$ cat src/rtl/seq_alu_wb.sv
// Multi-cycle add/sub/mul/div unit feeding the register-file writeback port.
// Add/sub finish in one cycle; mul/div iterate one bit per cycle for WIDTH cycles.
module seq_alu_wb #(
    parameter int unsigned WIDTH     = 16,
    parameter logic [3:0]  WB_OPCODE = 4'b0001
) (
    input  logic             clk,
    input  logic             rst_n,
    input  logic             in_valid,
    output logic             in_ready,
    input  logic [1:0]       f0,
    input  logic [3:0]       opcode,
    input  logic [WIDTH-1:0] inp1,
    input  logic [WIDTH-1:0] inp2,
    input  logic             cin,
    input  logic             bin,
    output logic [WIDTH-1:0] out,
    output logic [WIDTH-1:0] out_hi,
    output logic             carry,
    output logic             dbz,
    output logic             out_valid,
    output logic [WIDTH-1:0] out_wb
);

    typedef enum logic [1:0] {
        IDLE = 2'd0,
        MUL  = 2'd1,
        DIV  = 2'd2
    } state_t;

    localparam int unsigned CW = $clog2(WIDTH);
    localparam logic [CW-1:0] LAST = CW'(WIDTH - 1);

    state_t           state;
    logic [WIDTH-1:0] hi_q;
    logic [WIDTH-1:0] lo_q;
    logic [WIDTH-1:0] opnd_q;
    logic [CW-1:0]    cnt_q;
    logic [3:0]       opc_q;
    logic             dbz_q;

    logic             accept;
    logic             last;
    logic             opc_hit;
    logic             acc_hit;
    logic [WIDTH:0]   add_sum;
    logic [WIDTH:0]   sub_diff;
    logic [WIDTH:0]   mul_sum;
    logic [WIDTH:0]   div_trial;
    logic [WIDTH-1:0] mul_hi;
    logic [WIDTH-1:0] mul_lo;
    logic [WIDTH-1:0] div_rem;
    logic [WIDTH-1:0] div_quo;

    assign in_ready = (state == IDLE);
    assign accept   = in_valid && in_ready;
    assign last     = (cnt_q == LAST);
    assign opc_hit  = (opc_q == WB_OPCODE);
    assign acc_hit  = (opcode == WB_OPCODE);

    assign add_sum  = {1'b0, inp1} + {1'b0, inp2} + {{WIDTH{1'b0}}, cin};
    assign sub_diff = {1'b0, inp1} - {1'b0, inp2} - {{WIDTH{1'b0}}, bin};

    // Shift-add: hi_q:lo_q holds partial product above the unconsumed multiplier bits.
    assign mul_sum = {1'b0, hi_q} + (lo_q[0] ? {1'b0, opnd_q} : '0);
    assign mul_hi  = mul_sum[WIDTH:1];
    assign mul_lo  = {mul_sum[0], lo_q[WIDTH-1:1]};

    // Restoring division: hi_q is the running remainder, lo_q shifts dividend out and quotient in.
    assign div_trial = {hi_q, lo_q[WIDTH-1]} - {1'b0, opnd_q};
    assign div_rem   = div_trial[WIDTH] ? {hi_q[WIDTH-2:0], lo_q[WIDTH-1]}
                                        : div_trial[WIDTH-1:0];
    assign div_quo   = {lo_q[WIDTH-2:0], ~div_trial[WIDTH]};

    always_ff @(posedge clk or negedge rst_n) begin
        if (!rst_n) begin
            state     <= IDLE;
            hi_q      <= '0;
            lo_q      <= '0;
            opnd_q    <= '0;
            cnt_q     <= '0;
            opc_q     <= '0;
            dbz_q     <= 1'b0;
            out       <= '0;
            out_hi    <= '0;
            carry     <= 1'b0;
            dbz       <= 1'b0;
            out_valid <= 1'b0;
            out_wb    <= '0;
        end else begin
            out_valid <= 1'b0;
            case (state)
                IDLE: begin
                    if (accept) begin
                        unique case (f0)
                            2'b00: begin
                                out       <= add_sum[WIDTH-1:0];
                                out_hi    <= '0;
                                carry     <= add_sum[WIDTH];
                                dbz       <= 1'b0;
                                out_valid <= 1'b1;
                                if (acc_hit) out_wb <= add_sum[WIDTH-1:0];
                            end
                            2'b01: begin
                                out       <= sub_diff[WIDTH-1:0];
                                out_hi    <= '0;
                                carry     <= sub_diff[WIDTH];
                                dbz       <= 1'b0;
                                out_valid <= 1'b1;
                                if (acc_hit) out_wb <= sub_diff[WIDTH-1:0];
                            end
                            2'b10: begin
                                state  <= MUL;
                                hi_q   <= '0;
                                lo_q   <= inp2;
                                opnd_q <= inp1;
                                cnt_q  <= '0;
                                opc_q  <= opcode;
                                dbz_q  <= 1'b0;
                            end
                            2'b11: begin
                                state  <= DIV;
                                hi_q   <= '0;
                                lo_q   <= inp1;
                                opnd_q <= inp2;
                                cnt_q  <= '0;
                                opc_q  <= opcode;
                                dbz_q  <= (inp2 == '0);
                            end
                        endcase
                    end
                end
                MUL: begin
                    hi_q  <= mul_hi;
                    lo_q  <= mul_lo;
                    cnt_q <= cnt_q + 1'b1;
                    if (last) begin
                        state     <= IDLE;
                        cnt_q     <= '0;
                        out       <= mul_lo;
                        out_hi    <= mul_hi;
                        carry     <= 1'b0;
                        dbz       <= 1'b0;
                        out_valid <= 1'b1;
                        if (opc_hit) out_wb <= mul_lo;
                    end
                end
                DIV: begin
                    hi_q  <= div_rem;
                    lo_q  <= div_quo;
                    cnt_q <= cnt_q + 1'b1;
                    if (last) begin
                        state     <= IDLE;
                        cnt_q     <= '0;
                        out       <= div_quo;
                        out_hi    <= div_rem;
                        carry     <= 1'b0;
                        dbz       <= dbz_q;
                        out_valid <= 1'b1;
                        if (opc_hit) out_wb <= div_quo;
                    end
                end
                default: state <= IDLE;
            endcase
        end
    end

endmodule

$ cat config.mk
export PLATFORM = sky130hd
export DESIGN_NAME = seq_alu_wb
export DESIGN_NICKNAME = d
export VERILOG_FILES = /design/src/rtl/seq_alu_wb.sv
export SDC_FILE = /design/constraint.sdc
export NUM_CORES = 1
export LEC_CHECK = 0
export CAP_MARGIN = 20
export CORE_MARGIN = 3
export CORE_UTILIZATION = 40
export DETAILED_ROUTE_END_ITERATION = 7
export PLACE_DENSITY = 0.6
export SYNTH_ARGS = -nofsm -noshare
export SYNTH_HDL_FRONTEND = slang
export SYNTH_SLANG_ARGS = --single-unit
$ cat constraint.sdc
create_clock -name clk -period 2.8 [get_ports clk]
set_clock_uncertainty 0.05 [all_clocks]
set_input_delay 0.28 -clock clk [delete_from_list [all_inputs] [get_ports clk]]
set_output_delay 0.28 -clock clk [all_outputs]
set_load 0.005 [all_outputs]
### Yosys cells after proc, flatten, opt, wreduce, memory -nomap -nowiden

Cells that the tools add are included.

* register bits: 110
* input bits: 43
* word-level logic and storage cells: 110

* $add $sub $neg: 7
* equal/unequal tests: 20
* multiplexer cells: 49
* bitwise operators: 1
* reductions and logical operators: 20

Operator list (number)
* 16-bit 2-to-1 mux: 19
* 16-bit one-hot mux with 3 select lines: 5
* 16-bit one-hot mux with 2 select lines: 4
* 16-bit by 16-bit adder with 17-bit output: 2
* 3-bit AND reduction: 6
* 17-bit by 1-bit adder with 17-bit output: 1
* 16-bit by 16-bit subtractor with 17-bit output: 1
* 17-bit by 1-bit subtractor with 17-bit output: 1
* 17-bit by 16-bit subtractor with 17-bit output: 1
* 16-bit zero test: 1
* 4-bit 2-to-1 mux: 3
* 2-bit inequality test, second input constant: 6
* 5-bit AND reduction: 2
* 9-bit AND reduction: 1
* 4-bit by 1-bit equality test with 1-bit output, second input constant: 2
* 1-bit 2-to-1 mux: 8
* 1-bit one-hot mux with 2 select lines: 4
* 2-bit one-hot mux with 2 select lines: 2
* 4-bit one-hot mux with 2 select lines: 1
* 2-bit equality test, second input constant: 3
* 3-bit by 1-bit inequality test with 1-bit output, second input constant: 2
* 3-bit inequality test, second input constant: 2
* 2-bit OR reduction: 3
* 4-bit by 1-bit adder with 4-bit output, second input constant: 1
* 11 further kinds: 16

### Longest topological paths before layout

Gate-level depths: netlist of run 1.

* depth after elaboration: 6
* mapped depth: 13
* mapped depth without buffers: 12

### Worst setup path after synthesis of run 1

OpenSTA, ideal clock, no wires.

* kind: register to register
* start: register lo_q[0]
* end: register hi_q[13]
* setup time: 130 ps
* data arrival time: 2735 ps
* setup slack: -115 ps
* cell stages (with the launch flop): 14
* path buffers: 1
* cell sequence: dfrtp_1 -> clkbuf_1 -> and2_1 -> ha_1 -> inv_1 -> fa_1 -> nor2b_1 -> o31a_1 -> o31a_1 -> o211a_1 -> nor4_1 -> a311o_1 -> a211oi_1 -> o21ai_1

* cells in the longest elaborated chain, start to end: 3

RTL lines
* from (decl): line 36 `logic [WIDTH-1:0] lo_q;`
* from (signal assigned): line 115 `lo_q <= inp2;`
* from (signal assigned): line 124 `lo_q <= inp1;`
* from (signal assigned): line 135 `lo_q <= mul_lo;`
* 16-bit 2-to-1 mux: line 65 `assign mul_sum = {1'b0, hi_q} + (lo_q[0] ? {1'b0, opnd_q} : '0);`
* 16-bit by 16-bit adder with 17-bit output: line 65
* 16-bit one-hot mux with 3 select lines: line 92 `case (state)`
* to (signal assigned): line 134 `hi_q <= mul_hi;`
* to (signal assigned): line 149 `hi_q <= div_rem;`
* to (decl): line 35 `logic [WIDTH-1:0] hi_q;`

No other way between the ends.
A chain may end at the register's enable or synchronous reset.

### Worst setup path in the final report of run 1

* start: register opnd_q[0]
* end: register hi_q[0]

* cells in the longest elaborated chain, start to end: 3
* elaborated cells between the ends (all ways): 5

RTL lines
* from (decl): line 37 `logic [WIDTH-1:0] opnd_q;`
* from (signal assigned): line 116 `opnd_q <= inp1;`
* from (signal assigned): line 125 `opnd_q <= inp2;`
* 17-bit by 16-bit subtractor with 17-bit output or 16-bit 2-to-1 mux (tied branches): line 70, 65
* 16-bit 2-to-1 mux or 16-bit by 16-bit adder with 17-bit output (tied branches): line 71, 65
* 16-bit one-hot mux with 3 select lines *: line 92

Every way passes the cells marked *; elsewhere a longest branch is shown, timed or not.

==> results.sh, run 1 <==
export IMPL_start_util_pct=40.9
export IMPL_ys_ff_latch=110
export IMPL_wl_per_cell_um=17.8
export IMPL_use_met3_pct=4.11
export IMPL_drc_errors=0
export IMPL_finalCritPeriodShare_pct=108
export IMPL_critPathKind="reg2reg"
export IMPL_grt_use_met2_pct=41.0
export IMPL_ios=95
export IMPL_avgSynthCellArea_um2=8.27
export IMPL_slew_violations=0
export IMPL_antenna_found_initial=0
export IMPL_diodes=0
export IMPL_cts_tree="built"
export IMPL_ys_types=81
export IMPL_maxCapViolCount=0
export IMPL_crit_fanout=11
export IMPL_grt_met1_usage_pct=33.1
export IMPL_synth_area_mm2=0.00898
export IMPL_worst_setup_path_start_kind="flop"
export IMPL_max_slew_margin_pct=33.8
export IMPL_clkPwrFrac_pct=10.8
export IMPL_fin_nets=1512
export IMPL_grt_max_degree=111
export IMPL_via_count=9081
export IMPL_gp_routability_congestion=0.938
export IMPL_die_area_mm2=0.0243
export IMPL_reg2reg_slack_ns=-0.22
export IMPL_yosys_warnings=0
export IMPL_worstReg2RegEnd="hi_q[0]$_DFFE_PN0P_"
export IMPL_powerDensity_mw_per_mm2=962
export IMPL_grt_overflow=0
export IMPL_dpl_worst_slack_ns=-0.748
export IMPL_multiInputGateArea_mm2=0.00632
export IMPL_track_usage_pct=24.5
export IMPL_die_w_um=156
export IMPL_p_int_uw=6870
export IMPL_port_buffers=94
export IMPL_ys_seq_area_share_pct=30.6
export IMPL_core_area_mm2=0.0220
export IMPL_clkTransAtPathRegs_ns=0.08
export IMPL_wl_um=29700
export IMPL_viasPerCell=5.45
export IMPL_drtAntennaViolNets=0
export IMPL_fin_tns_setup_ns=-3.05
export IMPL_synth_main_ff_cell="dfrtp_1"
export IMPL_peakVddDrop_v=0.000409
export IMPL_dp_cells=1626
export IMPL_hold_depth=4
export IMPL_layout_commonest_cell="buf_4"
export IMPL_clk_path_buf_depth=2
export IMPL_numCtsBuffers=9
export IMPL_leakagePower_uw=0.00601
export IMPL_post_dp_hpwl_um=23000
export IMPL_r2r_cells=11
export IMPL_grt_pass1_vias=9027
export IMPL_drt_iter0_markers=519
export IMPL_fill_cells=1986
export IMPL_drtPass1Iterations=5
export IMPL_worstHoldStart="inp2[0]"
export IMPL_whs_endpoint="dbz_q$_DFFE_PN0P_"
export IMPL_synth_edf_count=0
export IMPL_pwr_share_seq_pct=21.9
export IMPL_seqCellArea_mm2=0.00275
export IMPL_area_growth_pct=43.2
export IMPL_grt_pass1_wl_um=47700
export IMPL_final_cell_mix="224 x buf_4, 140 x nand2_1, 110 x o21ai_0"
export IMPL_postSynthCellCount=1086
export IMPL_worstPathRequired_ns=2.98
export IMPL_total_switching_power_uw=5510
export IMPL_rows=54
export IMPL_rsz0062_at_grt="true"
export IMPL_hold_viol=0
export IMPL_cts_root_buf="clkbuf_16"
export IMPL_drive_gt1_share_pct=27.3
export IMPL_final_cells=1666
export IMPL_swShare_pct=44.5
export IMPL_power_uw=12400
export IMPL_r2r_start="opnd_q[0]$_DFFE_PN0P_"
export IMPL_finalSetupViolCount=34
export IMPL_clock_sinks=110
export IMPL_violations="negative setup slack"
export IMPL_outcome="finished with violations"
export IMPL_postSynth_asyncResetShare_pct=100
export IMPL_worst_pin_slew_ns=0.990
export IMPL_arrival_ns=3.20
export IMPL_syn_nets=1217
export IMPL_fin_crit_ns=3.02
export IMPL_fin_ws_ns=-0.218
export IMPL_grt_busiest_layer="met2"
export IMPL_htree_levels=3
export IMPL_die_h_um=156
export IMPL_worstSkewPairLatency_ns=0.36
export IMPL_hp_class="in2reg"
export IMPL_fmax_mhz=331
export IMPL_end_kind="flop"
export IMPL_power_frac_comb_pct=67.4
repair_timing:
item	4_1_cts	5_1_grt
gates resized for setup	110	51
endpoints found under the hold margin	65	0
endpoints found under the setup margin	54	52
pin swaps	49	33
hold buffers	1	0
buffers inserted	19	5
worst max-delay path: stages (launching register included):
cell and delay (ns):
dfrtp_1 0.42, ha_4 0.19, fa_2 0.42, nor2b_4 0.16
o31ai_4 0.08, a32o_2 0.29, o21a_4 0.26, xnor2_4 0.17
buf_8 0.19, mux2i_4 0.20, a211oi_1 0.35, a21oi_1 0.09
metal layers:
| layer | vias to the layer above | routed length, µm |
|---|---|---|
| met1 | 4315 | 13500 |
| met4 | 0 | 728 |
| met2 | 224 | 14100 |
| met3 | 40 | 1400 |
| met5 | - | 0 |
| li1 | 4502 | - |
cells by family after synthesis:
| family | count (synthesis) | share of synthesized area (%) |
|---|---|---|
| compound gates | 360 | 26.2 |
| xor+xnor | 41 | 4.42 |
| fa+ha+maj | 88 | 12.8 |
| buf+inv | 130 | 5.60 |
| flops | 110 | 30.6 |
| mux | 30 | 3.43 |
| simple gates | 327 | 16.9 |
area by class of cell:
cell class,instances,area share [%]
Timing Repair Buffer,333,22.0
Inverter,81,2.36
Clock inverter,6,0.486
Sequential cell,110,21.4
Clock buffer,10,1.86
Tap cell,280,2.72
Multi-Input combinational cell,846,49.1
synth_stat cells, types with 8 or more instances:
cell type	n	share of area (%)
nor4_1	8	0.56
xnor2_1	27	2.6
and2_1	17	1.2
nor3_1	14	0.78
nand2_1	141	5.9
nand3_1	24	1.3
a21o_1	11	0.92
xor2_1	12	1.2
ha_1	82	11
mux2i_1	24	2.7
buf_1	8	0.33
a211oi_1	17	1.4
clkbuf_1	36	1.5
and3_1	10	0.70
o31ai_1	26	2.2
o21ai_1	9	0.50
dfrtp_1	110	31
nor2b_1	11	0.77
a221o_1	9	1.0
o21ai_0	128	7.1
a31oi_1	9	0.63
nor2_1	65	2.7
nand2b_1	13	0.91
inv_1	80	3.3
o21a_1	10	0.84
a21oi_1	58	3.2
registers in the layout (all words and copies together) (netlist names):
signal and flops:
carry 1, cnt_q 4, dbz 1, dbz_q 1, hi_q 16, lo_q 16, opc_q 4, opnd_q 16
out 16, out_hi 16, out_valid 1, out_wb 16, state 2
metrics by stage:
| stage | area (µm²) | utilization (%) | hold WS [ns] |
|---|---|---|---|
| floorplan | 9000 | - | -0.0656 |
| global placement | 11800 | 53.6 | 0.356 |
| detailed placement | 11800 | 53.6 | 0.358 |
| CTS | 12600 | 57.6 | 0.439 |
| global route | 12900 | 58.6 | 0.352 |
| finish | 12900 | 58.6 | 0.338 |
worst max-delay path by stage:
| stage | depth (start not counted) | end | start |
|---|---|---|---|
| after floorplan | 12 | hi_q[13]$_DFFE_PN0P_ | lo_q[0]$_DFFE_PN0P_ |
| after global placement | 12 | out[15]$_DFFE_PN0P_ | inp1[0] |
| after detailed placement | 12 | out[15]$_DFFE_PN0P_ | inp1[0] |
| after CTS | 11 | out_hi[9]$_DFFE_PN0P_ | opnd_q[0]$_DFFE_PN0P_ |
| after global routing | 11 | out_hi[9]$_DFFE_PN0P_ | opnd_q[0]$_DFFE_PN0P_ |
| final | 11 | hi_q[0]$_DFFE_PN0P_ | opnd_q[0]$_DFFE_PN0P_ |
power by group through the flow:
| stage | clock network (µW) | registers [µW] | logic, µW |
|---|---|---|---|
| CTS | 1360 | 2710 | 8160 |
| global route | 1420 | 2790 | 9130 |
| floorplan | 0 | 2630 | 4150 |
| detailed placement | 0 | 2720 | 7560 |
| finish | 1330 | 2710 | 8340 |
| global placement | 0 | 2720 | 7480 |
(Power assumes the default switching activity.)
==> run 2, diff against run 1 <==
PLACE_DENSITY = 0.58   (was 0.6)
clock period = 2.9 ns   (was 2.8 ns; I/O delays follow)
==> results.sh, run 2 (synthesis results as in run 1) <==
export IMPL_fin_nets=1492
export IMPL_maxCapViolCount=0
export IMPL_violations="negative setup slack"
export IMPL_grt_busiest_layer="met2"
export IMPL_slew_violations=0
export IMPL_area_growth_pct=43.9
export IMPL_grt_overflow=0
export IMPL_peakVddDrop_v=0.000410
export IMPL_timing_critical_path_slowest_stage_cell="dfrtp_1"
export IMPL_r2r_cells=11
export IMPL_crit_fanout=4
export IMPL_path_delay_family="compound AO/OA/AOI/OAI gates"
export IMPL_arrival_ns=3.15
export IMPL_fin_ws_ns=-0.0465
export IMPL_powerDensity_mw_per_mm2=925
export IMPL_rsz0062_at_grt="true"
export IMPL_grt_met1_usage_pct=31.9
export IMPL_final_cell_mix="205 x buf_4, 139 x nand2_1, 109 x dfrtp_1"
export IMPL_clk_path_buf_depth=2
export IMPL_port_buffers=94
export IMPL_worstSkewPairLatency_ns=0.37
export IMPL_start_util_pct=40.9
export IMPL_end_kind="flop"
export IMPL_grt_max_degree=82
export IMPL_die_h_um=156
export IMPL_diodes=0
export IMPL_die_area_mm2=0.0243
export IMPL_cts_tree="built"
export IMPL_fmax_mhz=339
export IMPL_clkTransAtPathRegs_ns=0.09
export IMPL_grt_pass1_vias=8781
export IMPL_critPathKind="reg2reg"
export IMPL_numCtsBuffers=9
export IMPL_post_dp_hpwl_um=23100
export IMPL_drt_iter0_markers=528
export IMPL_fill_cells=1978
export IMPL_gp_routability_congestion=0.980
export IMPL_ios=95
export IMPL_outcome="finished with violations"
export IMPL_seqCellArea_mm2=0.00275
export IMPL_fin_tns_setup_ns=-0.251
export IMPL_via_count=9015
export IMPL_critPathBufInv=1
export IMPL_dpl_worst_slack_ns=-0.816
export IMPL_drive_gt1_share_pct=27.5
export IMPL_core_area_mm2=0.0220
export IMPL_worst_setup_path_start_kind="flop"
export IMPL_worstPathRequired_ns=3.10
export IMPL_max_slew_margin_pct=56.5
export IMPL_wl_per_cell_um=18.2
export IMPL_grt_use_met2_pct=39.9
export IMPL_viasPerCell=5.48
export IMPL_hold_viol=0
export IMPL_finalSetupViolCount=9
export IMPL_die_w_um=156
export IMPL_multiInputGateArea_mm2=0.00647
export IMPL_clock_sinks=110
export IMPL_hp_class="in2async"
export IMPL_track_usage_pct=24.0
export IMPL_finalCritPeriodShare_pct=102
export IMPL_rows=54
export IMPL_grt_pass1_wl_um=46400
export IMPL_drtPass1Iterations=5
export IMPL_wl_um=30000
export IMPL_fin_crit_ns=2.95
export IMPL_htree_levels=3
export IMPL_worst_pin_slew_ns=0.652
export IMPL_use_met3_pct=3.22
export IMPL_worst_path_stages=11
export IMPL_max_stage_delay_ns=0.43
export IMPL_drtAntennaViolNets=0
export IMPL_final_area_mm2=0.0129
export IMPL_antenna_found_initial=0
export IMPL_layout_commonest_cell="buf_4"
export IMPL_cts_root_buf="clkbuf_16"
export IMPL_drc_errors=0
export IMPL_leakagePower_uw=0.00600
export IMPL_place_area_mm2=0.0117
export IMPL_crit_chain="ha_4, fa_2, nor2b_4, o31ai_4, a32o_2, o21a_4, xnor2_4, mux2_4, a22oi_2, buf_4, o21ai_2"
-- run 2: where the power goes --
part	internal (µW)	switching, µW	total, µW
registers	2150	481	2630
clock network	697	664	1360
logic	3720	4250	7970
-- run 2: final timing paths --
kind,from,end,slack [ns]
min in group clk,inp2[0],dbz_q$_DFFE_PN0P_,0.36
worst min register to register,dbz$_DFFE_PN0P_,dbz$_DFFE_PN0P_,0.43
worst min-delay path,rst_n,hi_q[7]$_DFFE_PN0P_,0.35
worst max-delay path,opnd_q[0]$_DFFE_PN0P_,out_hi[9]$_DFFE_PN0P_,-0.05
max in group asynchronous,rst_n,out[11]$_DFFE_PN0P_,1.68
worst max register to register,opnd_q[0]$_DFFE_PN0P_,out_hi[9]$_DFFE_PN0P_,-0.05
-- run 2: layout make-up --
type | instances | share of cell area [%]
Multi-Input combinational cell | 846 | 50.1
Sequential cell | 110 | 21.3
Timing Repair Buffer | 313 | 21.1
Tap cell | 280 | 2.71
Inverter | 81 | 2.35
Clock buffer | 10 | 1.77
Clock inverter | 6 | 0.668
-- run 2: what timing repair did --
| action | in CTS | in global routing |
|---|---|---|
| endpoints found under the hold margin | 29 | 0 |
| pin swaps | 32 | 61 |
| cloned | 0 | 1 |
| setup buffers | 9 | 7 |
| resized for setup | 62 | 131 |
| hold buffers | 1 | 0 |
| endpoints found under the setup margin | 54 | 53 |
-- run 2: metal layers --
| metal | share of wire [%] | vias up |
|---|---|---|
| li1 | - | 4469 |
| met1 | 45 | 4280 |
| met2 | 48 | 220 |
| met3 | 4.3 | 46 |
| met4 | 2.9 | 0 |
| met5 | 0 | - |
-- run 2: per-stage QoR --
stage	cells	util, %	hold WS, ns	total power [µW]
final	1646	58.9	0.349	12000
after global routing	1646	58.9	0.382	12800
after CTS	1638	56.1	0.373	11400
after detailed placement	1612	53.1	0.210	9710
after global placement	1612	53.1	0.207	9650
after floorplan	1086	-	-0.0556	6530
